<file path="src/rtl/mc_ctrl_wait.sv">
// mc_ctrl_wait: multicycle control FSM with a variable-latency memory
// handshake, wait timeout, sticky halt/fault flags and a retired counter.
module mc_ctrl_wait #(
   parameter int IW       = 16,
   parameter int MAX_WAIT = 15,
   parameter int CNTW     = 16
) (
   input  logic            clk,
   input  logic            reset,
   input  logic [IW-1:0]   instr,
   input  logic            dcond,
   input  logic            mem_ready,
   output logic [4:0]      state,
   output logic [2:0]      fsel,
   output logic [3:0]      dsel,
   output logic            readReg,
   output logic            writeReg,
   output logic            readMem,
   output logic            writeMem,
   output logic            mem_req,
   output logic            ir_load,
   output logic            pc_inc,
   output logic            pc_load,
   output logic            halted,
   output logic            fault,
   output logic [CNTW-1:0] retired
);

   localparam logic [4:0] S_IDLE   = 5'd0;
   localparam logic [4:0] S_FETCH  = 5'd1;
   localparam logic [4:0] S_DECODE = 5'd2;
   localparam logic [4:0] S_EXEC   = 5'd3;
   localparam logic [4:0] S_MEM    = 5'd4;
   localparam logic [4:0] S_BRANCH = 5'd5;
   localparam logic [4:0] S_WB     = 5'd6;
   localparam logic [4:0] S_RETIRE = 5'd7;
   localparam logic [4:0] S_HALT   = 5'd8;
   localparam logic [4:0] S_FAULT  = 5'd9;

   localparam logic [3:0] OP_NOP   = 4'h0;
   localparam logic [3:0] OP_LOAD  = 4'h8;
   localparam logic [3:0] OP_STORE = 4'h9;
   localparam logic [3:0] OP_BEQZ  = 4'hA;
   localparam logic [3:0] OP_JMP   = 4'hB;
   localparam logic [3:0] OP_LDI   = 4'hC;
   localparam logic [3:0] OP_HALT  = 4'hF;

   localparam logic [7:0] WAIT_LIMIT = 8'(MAX_WAIT);

   logic [4:0] cur_state;
   logic [4:0] next_state;
   logic [7:0] wait_cnt;
   logic [3:0] op;
   logic       is_alu;
   logic       timeout;
   logic       entering_req;
   logic       unused_operand;

   assign op             = instr[IW-1 -: 4];
   assign unused_operand = ^instr[IW-5:0];
   assign is_alu         = (op >= 4'h1) && (op <= 4'h7);
   assign state          = cur_state;

   // The count has already reached the limit and memory is still not ready;
   // a ready on that same cycle takes precedence over the timeout.
   assign timeout = (wait_cnt == WAIT_LIMIT) && !mem_ready;

   assign entering_req = ((next_state == S_FETCH) && (cur_state != S_FETCH)) ||
                         ((next_state == S_MEM)   && (cur_state != S_MEM));

   // Next-state selection from the current state, opcode and handshake
   always_comb begin
      next_state = cur_state;
      case (cur_state)
         S_IDLE:   next_state = S_FETCH;
         S_FETCH: begin
            if (mem_ready)
               next_state = S_DECODE;
            else if (timeout)
               next_state = S_FAULT;
         end
         S_DECODE: begin
            if (op == OP_NOP)
               next_state = S_RETIRE;
            else if (is_alu)
               next_state = S_EXEC;
            else if ((op == OP_LOAD) || (op == OP_STORE))
               next_state = S_MEM;
            else if (op == OP_BEQZ)
               next_state = S_BRANCH;
            else if (op == OP_JMP)
               next_state = S_RETIRE;
            else if (op == OP_LDI)
               next_state = S_WB;
            else if (op == OP_HALT)
               next_state = S_HALT;
            else
               next_state = S_FAULT;
         end
         S_EXEC:   next_state = S_WB;
         S_MEM: begin
            if (mem_ready)
               next_state = (op == OP_LOAD) ? S_WB : S_RETIRE;
            else if (timeout)
               next_state = S_FAULT;
         end
         S_BRANCH: next_state = S_RETIRE;
         S_WB:     next_state = S_RETIRE;
         S_RETIRE: next_state = S_FETCH;
         S_HALT:   next_state = S_HALT;
         S_FAULT:  next_state = S_FAULT;
         default:  next_state = S_FAULT;
      endcase
   end

   // State register
   always_ff @(posedge clk) begin
      if (!reset)
         cur_state <= S_IDLE;
      else
         cur_state <= next_state;
   end

   // Wait counter: restarts with each new request, counts unanswered cycles
   always_ff @(posedge clk) begin
      if (!reset)
         wait_cnt <= 8'd0;
      else if (entering_req)
         wait_cnt <= 8'd0;
      else if (mem_req && !mem_ready && !timeout)
         wait_cnt <= wait_cnt + 8'd1;
   end

   // Retired counter and sticky halt/fault flags
   always_ff @(posedge clk) begin
      if (!reset) begin
         retired <= '0;
         halted  <= 1'b0;
         fault   <= 1'b0;
      end else begin
         if (cur_state == S_RETIRE)
            retired <= retired + 1'b1;
         if (next_state == S_HALT)
            halted <= 1'b1;
         if (next_state == S_FAULT)
            fault <= 1'b1;
      end
   end

   // Datapath controls decoded from the state; ir_load/pc_inc and the branch
   // pc_load also look at the handshake or condition within that state
   always_comb begin
      fsel     = 3'd0;
      dsel     = 4'b0000;
      readReg  = 1'b0;
      writeReg = 1'b0;
      readMem  = 1'b0;
      writeMem = 1'b0;
      mem_req  = 1'b0;
      ir_load  = 1'b0;
      pc_inc   = 1'b0;
      pc_load  = 1'b0;
      case (cur_state)
         S_FETCH: begin
            mem_req = 1'b1;
            readMem = 1'b1;
            dsel    = 4'b0001;
            ir_load = mem_ready;
            pc_inc  = mem_ready;
         end
         S_DECODE: begin
            readReg = 1'b1;
            pc_load = (op == OP_JMP);
         end
         S_EXEC: begin
            readReg = 1'b1;
            fsel    = 3'(op - 4'd1);
         end
         S_MEM: begin
            mem_req = 1'b1;
            if (op == OP_LOAD)
               readMem = 1'b1;
            else
               writeMem = 1'b1;
         end
         S_BRANCH: pc_load = dcond;
         S_WB: begin
            writeReg = 1'b1;
            if (is_alu) begin
               dsel = 4'b0010;
               fsel = 3'(op - 4'd1);
            end else if (op == OP_LOAD)
               dsel = 4'b0100;
            else
               dsel = 4'b1000;
         end
         default: ;
      endcase
   end

endmodule
</file>
<file path="config.mk">
export PLATFORM = sky130hd
export DESIGN_NAME = mc_ctrl_wait
export DESIGN_NICKNAME = d
export VERILOG_FILES = /design/src/rtl/mc_ctrl_wait.sv
export SDC_FILE = /design/constraint.sdc
export NUM_CORES = 1
export LEC_CHECK = 0
export ABC_CLOCK_PERIOD_IN_PS = 5900
export CAP_MARGIN = 10
export CORE_AREA = 2 2 63 65
export CTS_BUF_LIST = sky130_fd_sc_hd__clkbuf_8
export DETAILED_ROUTE_END_ITERATION = 10
export DIE_AREA = 0 0 65 67
export PLACE_DENSITY = 0.86
export SYNTH_ARGS = -nofsm -noshare
export SYNTH_HDL_FRONTEND = slang
export SYNTH_SLANG_ARGS = --single-unit
</file>
<file path="constraint.sdc">
create_clock -name clk -period 5.9 [get_ports clk]
set_clock_uncertainty 0.15 [all_clocks]
set_input_delay 0.59 -clock clk [delete_from_list [all_inputs] [get_ports clk]]
set_output_delay 0.59 -clock clk [all_outputs]
set_load 0.1 [all_outputs]
</file>
==> results by group <==
Status
  – Status: finished, final reports clean

Job
  – Maxcap violations: 0

Critical path
  – RR Startpoint: state[1]
  – R2R cell count: 6
  – Worst setup EP type: output pin
  – Kind of critical path: input pin to output pin
  – Max Fanout on Critical Path: 9
  – Crit path launch: instr[12]
  – Nature of the critical path startpoint: input pin
  – Worst R2R End: wait_cnt[3]
  – Crit path required time: between 5 and 6 ns
  – Worst R2R Setup Slack: about 3.5 ns
  – Critical path data arrival time: around 3.5 ns

Cells and area
  – Layout area overhead: 29.4%
  – Ant. Diodes: 0
  – Nets: between 200 and 300
  – Share of cells above drive strength 1: a little over 6%
  – Util after Layout: around 67%

STA
  – Setup TNS: 0 ns
  – Final hold vios: 0
  – Slew Limit Fails: 0
  – Worst-Margin Slew: a little over 1 ns
  – Final setup fails: 0
  – Crit share post-route: 71.3%
  – Max Freq: between 0.2 and 0.25 GHz
  – Tmin final: between 4 and 5 ns
  – RSZ-0062 raised after global routing: false
  – Relative slew slack: 32.5%

Place
  – Dpl hpwl: about 2.7 mm
  – Final Wtd Congestion: ~0.78
  – Buffers added on ports: between 40 and 50

Clocking
  – CTS tree: built
  – # clock sinks: 31
  – Clock transition at path regs: 0.06 ns
  – Clk_lat worst skew: about 0.28 ns
  – Post-CTS Setup Inserts: 0
  – TritonCTS buffer count: 5
  – Post-CTS Resized: 0
  – Bufs on Longest Clock Path: 2
  – Htree depth: 2
  – Number of hold buffers added after cts: 0
  – Root Buffer Master: clkbuf_8

GRT
  – Pin count of the biggest net entering global routing: 24
  – M2 GR Usage: a little under a third
  – GR Overflow Total: 0
  – Global route hottest layer: met2
  – Gr usage total: 19.3%
  – Vias in the first global route: around 1600
  – Grt met3 use: ~5.6%
  – Initial antenna violation count: 0
  – First-pass GRT wire length: around 6.7 mm
  – GRT met1 Usage: 23.4%

Die
  – Starting density of the core: between 50% and 60%
  – I/O pins: between 50 and 60
  – Die Span Y: between 60 and 70 microns
  – Die ar.: 4360 sq um
  – Rows: 22
  – Die width: roughly 65 microns
  – Core area: around 3600 sq um

Synth
  – Count leader, synth: dfxtp_1
  – Top cells by area, synth: dfxtp_1 33%, xnor2_1 6.6%, and2_1 5.4%
  – Syn Nets: approximately 250
  – Distinct cells, synth: 46
  – Register bit count reported by yosys: 31
  – Async S/R FF share, synth: 0%
  – Main combinational cell family by area after synthesis: simple AND/OR/NAND/NOR gates
  – Syn_area_per_cell: between 8 and 9 sq um
  – Adder-cell share of the synthesized area: under 10%
  – Post-synthesis sequential area ratio: 33.3%
  – XOR/XNOR share of the synthesized area: a little over a tenth
  – Area leader, netlist: dfxtp_1
  – Synth top area share: between 30 and 40%
  – Most used DFF post-synth: dfxtp_1
  – Compound-gate portion of the synthesized area: 16.3%
  – Synth Warn #: 0
  – Multiplexer share of the synthesized area: around 1.1%
  – Syn Std Cell Area: between 1500 and 2000 sq um
  – Simple-gate share of the synthesized area: approximately 31%
  – Most frequent cells after synthesis: 31 x dfxtp_1, 24 x nor2_1, 16 x and2_1, 16 x nand2_1, 16 x nand3_1
  – Cell count after synthesis: between 200 and 250
  – Post-synth EDFFs: 0

Power
  – VDD IR max: about 0.17 mV
  – Power per Cell Area: just under 200 nW/um^2
  – Leak: 0.903 nW

Detailed routing
  – DRT iter0 DRCs: 85
  – Via/cell ratio: 5.32
  – Drc violations: 0
  – Pre-antenna DRT Iters: 4
  – WL/cell: 12.1 microns
  – Via count: roughly 1700
  – Antenna Nets Post-Route: 0
  – Total Wirelength: between 3 and 4 mm

Hold path
  – Hold-critical path depth: 1
  – Class of the worst hold path: register to register
  – Hold Startpoint: halted
  – Hold endpoint: halted
cell families after synthesis:
group | Yosys count
and+or+nand+nor | 107
AOI/OAI and AO/OA | 35
DFF | 31
xor gates and xnor gates | 23
buffers and inverters | 15
adders and majority gates | 6
muxes | 2
other | 1
worst max-delay path: stages:
cell,delay [ns]
clkdlybuf4s50_1,0.53
inv_1,0.08
ha_1,0.30
nand2b_1,0.19
nor2_1,0.09
o31ai_1,0.20
nand3_1,0.16
a21oi_1,0.17
clkdlybuf4s50_1,1.14
stage by stage:
stage / setup slack [ns] / area [sq um] / hold slack (ns) / total power (W) / cells
final: 1.69 / 2410 / 0.322 / 0.000474 / 310
after CTS: 1.70 / 2410 / 0.330 / 0.000478 / 310
after global routing: 1.48 / 2410 / 0.368 / 0.000497 / 310
after detailed placement: 1.70 / 2320 / 0.311 / 0.000315 / 303
after floorplan: 1.18 / 1860 / 0.321 / 0.000295 / 220
after global placement: 1.73 / 2320 / 0.297 / 0.000315 / 303
report_power, final:
| group | internal (W) | switching (W) |
|---|---|---|
| sequential | 0.000213 | 0.00000545 |
| combinational | 0.0000288 | 0.0000637 |
| clock | 0.0000912 | 0.0000719 |
| total | 0.000333 | 0.000141 |
registers in the layout (all words and copies together), names as in the netlist:
name,flops
retired,16
wait_cnt,8
state,5
fault,1
halted,1
how the worst max path moves through the flow:
stage	end	slack [ns]	cells after the start
6_report	fsel[2]	1.69	9
3_3_place_gp	fsel[2]	1.73	9
2_1_floorplan	pc_inc	1.18	4
3_5_place_dp	fsel[2]	1.70	9
5_1_grt	fsel[2]	1.48	9
4_1_cts	fsel[2]	1.70	9
layer usage:
metal  vias to the layer above  part of all wire [%]
met3                         9                   6.2
li1                        841                     -
met2                        47                    45
met4                         0                   1.6
met1                       753                    47
met5                         -                     0
layout make-up:
class                   count  area (sq um)
clock inverters             1          5.00
well taps                  48          60.1
flip-flops and latches     31           621
inverters                   5          18.8
clock buffers               6          82.6
multi-input cells         174          1170
repair buffers             45           450
fillers                   311          1190
placed cells by master (no fill, tap or decap), drive strengths merged, types with 2 or more instances in the layout:
master,count
mux2i,2
nor2b,5
o211ai,4
a21boi,4
a21o,3
nor3,6
and3,6
a211o,2
ha,6
o21a,2
nand2,16
a21oi,8
or3,2
nand2b,4
clkbuf,6
nor2,24
nand3,16
clkdlybuf4s50,45
o21ai,3
nor4,4
nand4,2
xnor2,14
and2,16
dfxtp,31
xor2,9
inv,5
(Power assumes the default switching activity.)
